<file path="config.mk">
export PLATFORM = sky130hd
export DESIGN_NAME = comm_tx_scheduler
export DESIGN_NICKNAME = d
export VERILOG_FILES = /design/src/rtl/comm_tx_scheduler.sv
export SDC_FILE = /design/constraint.sdc
export NUM_CORES = 1
export LEC_CHECK = 0
export BUFFER_PORTS_ARGS = -buffer_cell sky130_fd_sc_hd__buf_4
export CORE_ASPECT_RATIO = 1.1
export CORE_MARGIN = 3
export CORE_UTILIZATION = 51
export CTS_CLUSTER_SIZE = 25
export DETAILED_ROUTE_END_ITERATION = 8
export PLACE_DENSITY = 0.9
export SYNTH_ARGS = -nofsm -noshare
export SYNTH_HDL_FRONTEND = slang
export SYNTH_SLANG_ARGS = --single-unit
</file>
<file path="constraint.sdc">
create_clock -name clk -period 2.75 [get_ports clk]
set_clock_uncertainty 0.2 [all_clocks]
set_input_delay 0.1375 -clock clk [delete_from_list [all_inputs] [get_ports clk]]
set_output_delay 0.1375 -clock clk [all_outputs]
set_load 0.03 [all_outputs]
</file>
<file path="src/rtl/comm_tx_scheduler.sv">
// Round-robin arbiter feeding a single serial transmitter: one start bit (0),
// eight data bits MSB first, one stop bit (1), each bit held BIT_TICKS clocks.
module comm_tx_scheduler #(
    parameter int NREQ      = 4,
    parameter int BIT_TICKS = 16
) (
    input  logic                    clk,
    input  logic                    reset,
    input  logic [NREQ-1:0]         req,
    input  logic [8*NREQ-1:0]       data_in,
    input  logic                    tx_en,
    output logic [NREQ-1:0]         grant,
    output logic                    busy,
    output logic                    serial_out,
    output logic [$clog2(NREQ)-1:0] cur_src
);

    localparam int SW = $clog2(NREQ);
    localparam int TW = $clog2(BIT_TICKS);
    localparam logic [TW-1:0] TICK_LAST = TW'(BIT_TICKS - 1);
    localparam logic [SW-1:0] SRC_LAST  = SW'(NREQ - 1);

    typedef enum logic [1:0] {IDLE, START, DATA, STOP} state_t;

    state_t          state_q, state_d;
    logic [7:0]      sh_q, sh_d;
    logic [TW-1:0]   tick_q, tick_d;
    logic [2:0]      bit_q, bit_d;
    logic [SW-1:0]   rr_ptr_q, rr_ptr_d;
    logic [NREQ-1:0] grant_q, grant_d;
    logic            busy_q, busy_d;
    logic            serial_q, serial_d;
    logic [SW-1:0]   cur_src_q, cur_src_d;

    logic            win_valid;
    logic [SW-1:0]   win_idx;
    logic            tick_end;

    // Winner is the first asserted request at or above rr_ptr, wrapping modulo NREQ.
    always_comb begin
        win_valid = 1'b0;
        win_idx   = '0;
        for (int i = 0; i < NREQ; i++) begin
            int idx;
            idx = int'(rr_ptr_q) + i;
            if (idx >= NREQ) idx = idx - NREQ;
            if (!win_valid && req[SW'(idx)]) begin
                win_valid = 1'b1;
                win_idx   = SW'(idx);
            end
        end
    end

    assign tick_end = (tick_q == TICK_LAST);

    // NOTE: every always_comb output gets a default first so no path infers a latch.
    always_comb begin
        state_d   = state_q;
        sh_d      = sh_q;
        tick_d    = tick_q;
        bit_d     = bit_q;
        rr_ptr_d  = rr_ptr_q;
        grant_d   = '0;
        busy_d    = busy_q;
        serial_d  = serial_q;
        cur_src_d = cur_src_q;

        case (state_q)
            IDLE: begin
                serial_d = 1'b1;
                busy_d   = 1'b0;
                if (tx_en && win_valid) begin
                    sh_d      = data_in[{win_idx, 3'b000} +: 8];
                    grant_d   = {{(NREQ-1){1'b0}}, 1'b1} << win_idx;
                    cur_src_d = win_idx;
                    rr_ptr_d  = (win_idx == SRC_LAST) ? '0 : win_idx + 1'b1;
                    serial_d  = 1'b0;
                    busy_d    = 1'b1;
                    tick_d    = '0;
                    state_d   = START;
                end
            end
            START: begin
                if (tick_end) begin
                    tick_d   = '0;
                    bit_d    = '0;
                    serial_d = sh_q[7];
                    state_d  = DATA;
                end else begin
                    tick_d = tick_q + 1'b1;
                end
            end
            DATA: begin
                if (tick_end) begin
                    tick_d = '0;
                    if (bit_q == 3'd7) begin
                        serial_d = 1'b1;
                        state_d  = STOP;
                    end else begin
                        bit_d    = bit_q + 1'b1;
                        sh_d     = {sh_q[6:0], 1'b0};
                        serial_d = sh_q[6];
                    end
                end else begin
                    tick_d = tick_q + 1'b1;
                end
            end
            STOP: begin
                if (tick_end) begin
                    tick_d  = '0;
                    busy_d  = 1'b0;
                    state_d = IDLE;
                end else begin
                    tick_d = tick_q + 1'b1;
                end
            end
            default: state_d = IDLE;
        endcase
    end

    // NOTE: state registers use non-blocking assignments so all flops update together.
    always_ff @(posedge clk) begin
        if (reset) begin
            state_q   <= IDLE;
            sh_q      <= '0;
            tick_q    <= '0;
            bit_q     <= '0;
            rr_ptr_q  <= '0;
            grant_q   <= '0;
            busy_q    <= 1'b0;
            serial_q  <= 1'b1;
            cur_src_q <= '0;
        end else begin
            state_q   <= state_d;
            sh_q      <= sh_d;
            tick_q    <= tick_d;
            bit_q     <= bit_d;
            rr_ptr_q  <= rr_ptr_d;
            grant_q   <= grant_d;
            busy_q    <= busy_d;
            serial_q  <= serial_d;
            cur_src_q <= cur_src_d;
        end
    end

    assign grant      = grant_q;
    assign busy       = busy_q;
    assign serial_out = serial_q;
    assign cur_src    = cur_src_q;

endmodule
</file>
==> impl_metrics.json <==
{
  "via_count_of_the_first_global_routing_pass": 1751,
  "final_antenna_net_count": 0,
  "vias_per_cell": 5.96,
  "cp.arrival_ns": 2.57,
  "dr.first_iter.drc_count": 122,
  "post_route_drc_violation_count": 0,
  "clkLatencyLatePin_ns": 0.35,
  "grtUsageTotal_pct": 27.1,
  "maxSlewViolCount": 0,
  "end_kind": "flip-flop",
  "timing.final.hold_violations": 0,
  "cts.path.max_buffers": 2,
  "fin_crit_sh_pct": 91.3,
  "tns_ns": 0,
  "synth_area_leaders": "sky130_fd_sc_hd__dfxtp_1, sky130_fd_sc_hd__mux2i_1, sky130_fd_sc_hd__ha_1, sky130_fd_sc_hd__o21ai_0, sky130_fd_sc_hd__nor2_1",
  "firstDrtPassIters": 4,
  "numCtsBuffers": 3,
  "maximum_number_of_pins_on_one_net_before_global_route_repair": 23,
  "numClockSinks": 27,
  "post-place-cells": 266,
  "layout.cells.non_filler": 300,
  "post_synth.cell_area_avg_um2": 8.37,
  "vias": 1789,
  "synth_async_sr_flop_share_pct": 0,
  "io_pins": 47,
  "timing.critical_path.required_ns": 2.81,
  "die_h_um": 65.3,
  "worst_slew_margin_rel_pct": 28.5,
  "area_occupied_by_multi_input_gates_um2": 1000,
  "result_of_the_run": "finished clean",
  "power.density_nw_per_um2": 689,
  "worst-slew-pin-transition_ns": 1.07,
  "cts_resized": 0,
  "period_needed_ns": 2.51,
  "seqCellArea_um2": 541,
  "worst_hold_path_type": "input port to flip-flop",
  "netlist_instances": 195,
  "post-cts-setup-buffer-count": 0,
  "power.ir.vdd_worst_v": 0.000868,
  "gp_congestion": 0.881,
  "critical_path.n_buffers_inverters": 2,
  "worstPathCellList": "inv_1, ha_1, inv_1, nor2_2, nand2_4, or3_1, o221ai_1",
  "start_kind": "flip-flop",
  "grt_antenna_before_repair": 0,
  "slowest_cell_on_the_critical_path": "sky130_fd_sc_hd__or3_1",
  "yosys_register_bits": 27,
  "cts_tree": "done",
  "hpwl_um": 2810,
  "initial_core_util_pct": 56.2,
  "critical-path-max-stage-delay_ns": 0.46,
  "max_cap_violations": 0,
  "die_x_um": 59.9,
  "synth_top_area_cell": "sky130_fd_sc_hd__dfxtp_1",
  "detail_route.wl_per_cell_um": 15.7,
  "global_route_total_overflow": 0,
  "cpLargestDelayFamily": "simple AND/OR/NAND/NOR gates",
  "yosys_warn_count": 0,
  "cts-root-buf": "sky130_fd_sc_hd__clkbuf_4",
  "fp.coreArea_um2": 2900,
  "netlist_area_um2": 1630,
  "critical_path_class": "flip-flop to flip-flop",
  "final.fill_count": 180,
  "fmax_mhz": 398,
  "finalWirelength_um": 4720,
  "synth_sequential_area_ratio_pct": 33.1,
  "synthDominantCellAreaShare_pct": 33.1,
  "postSynth.topFlopCell": "sky130_fd_sc_hd__dfxtp_1",
  "portBuffers": 46,
  "standby_leakage_power_uw": 0.000985,
  "synth_unique_cells": 44,
  "area.growth.synth_to_final_pct": 42.0,
  "synth_edf_count": 0,
  "cts_hold_buffers": 30,
  "path_max_fanout": 12,
  "antenna_cells_inserted": 0,
  "timing.final.setup_violations": 0,
  "nets": 314,
  "unrepaired_setup_endpoints_after_global_routing": "false",
  "crit_top_cell": "sky130_fd_sc_hd__inv_1",
  "grt_first_pass_wirelength_um": 8080,
  "cts_max_level": 1,
  "drive_gt1_share_pct": 22.8,
  "clk_pin_slew_worst_paths_ns": 0.16,
  "mappedNetlistNets": 241,
  "dieArea_um2": 3910,
  "num_rows": 20
}
-- power breakdown --
part | switching [uW] | total, uW | internal [uW]
Clock | 127 | 183 | 56.0
Sequential | 60.3 | 545 | 484
Combinational | 506 | 870 | 364
-- worst register-to-register path, delay by kind of cell, from the launching register on --
kind | cells | cell delay [ns]
AO/OA/AOI/OAI | 1 | 0.29
adder cells (fa/ha/maj) | 1 | 0.39
flip-flops | 1 | 0.37
AND/OR/NAND/NOR | 3 | 0.94
buffers and inverters | 2 | 0.24
-- layer usage --
layer  wire, um  global-route usage [%]  vias to the layer above
li1           -                       -                      862
met1       1890                    32.7                      815
met2       2370                    45.9                       94
met3        308                    4.72                       18
met4        151                    11.9                        0
met5          0                       0                        -
-- through the flow --
| step | worst slack [ns] | utilization [%] | area, um^2 | power, uW | hold WS (ns) |
|---|---|---|---|---|---|
| 2_1_floorplan | 0.768 | - | 1630 | 1150 | 0.137 |
| 3_3_place_gp | 0.495 | 68.4 | 1990 | 1330 | 0.232 |
| 3_5_place_dp | 0.373 | 68.4 | 1990 | 1350 | 0.249 |
| 4_1_cts | 0.366 | 79.8 | 2320 | 1570 | 0.0322 |
| 5_1_grt | 0.109 | 79.8 | 2320 | 1720 | 0.0646 |
| 6_report | 0.238 | 79.8 | 2320 | 1600 | 0.0436 |
-- worst paths after layout --
kind                                   from        end  slack (ns)  cells after the start
worst min-delay path            data_in[16]    sh_q[0]        0.04                      4
worst min register to register    tick_q[3]  tick_q[3]        0.27                      1
worst max-delay path             state_q[0]    sh_q[5]        0.24                      7
worst max register to register   state_q[0]    sh_q[5]        0.24                      7
-- Yosys cell counts, types with 3 or more instances --
cell type,n
sky130_fd_sc_hd__nor4_1,6
sky130_fd_sc_hd__a21oi_1,12
sky130_fd_sc_hd__ha_1,7
sky130_fd_sc_hd__o21ai_0,14
sky130_fd_sc_hd__a21boi_0,4
sky130_fd_sc_hd__nand2_1,12
sky130_fd_sc_hd__clkbuf_1,7
sky130_fd_sc_hd__dfxtp_1,27
sky130_fd_sc_hd__nand2b_1,5
sky130_fd_sc_hd__nor2_1,17
sky130_fd_sc_hd__nor2b_1,3
sky130_fd_sc_hd__a211oi_1,3
sky130_fd_sc_hd__or3_1,3
sky130_fd_sc_hd__nand3_1,4
sky130_fd_sc_hd__inv_1,10
sky130_fd_sc_hd__nor3b_1,3
sky130_fd_sc_hd__nor3_1,3
sky130_fd_sc_hd__nand4_1,3
sky130_fd_sc_hd__mux2i_1,18
sky130_fd_sc_hd__o221ai_1,7
-- cells in the final DEF, fill, tap and decap left out, drive strengths merged, types with 2 or more instances in the layout --
master / instances
nor4: 6
buf: 48
dfxtp: 27
o21ai: 14
dlygate4sd3: 30
inv: 10
nor3: 3
ha: 7
a21boi: 4
nand2: 13
or3: 3
a21oi: 12
nor3b: 3
nand3: 4
nor2b: 4
a22oi: 2
o221ai: 7
mux2i: 18
and2: 2
nand4: 3
nand2b: 5
a211oi: 3
clkbuf: 3
nor2: 19
o211ai: 2
-- logic make-up after synthesis --
kind of cell,count (synthesis),share of synthesized area [%]
compound gates,53,22.2
buf+inv,21,5.37
mux,18,11.0
fa+ha+maj,7,5.37
simple gates,69,22.9
flops,27,33.1
-- registers in the layout, summed over array words and instances, names as in the netlist --
name        count
sh_q            8
serial_out      1
grant           4
tick_q          4
rr_ptr_q        2
cur_src         2
busy            1
bit_q           3
state_q         2
-- area by class of cell --
| class | count | share of cell area (%) |
|---|---|---|
| Sequential cell | 27 | 23.3 |
| Inverter | 11 | 1.78 |
| Clock buffer | 3 | 0.972 |
| Multi-Input combinational cell | 147 | 43.3 |
| Timing Repair Buffer | 78 | 28.5 |
| Clock inverter | 1 | 0.324 |
| Tap cell | 33 | 1.78 |
(Power assumes the default switching activity.)
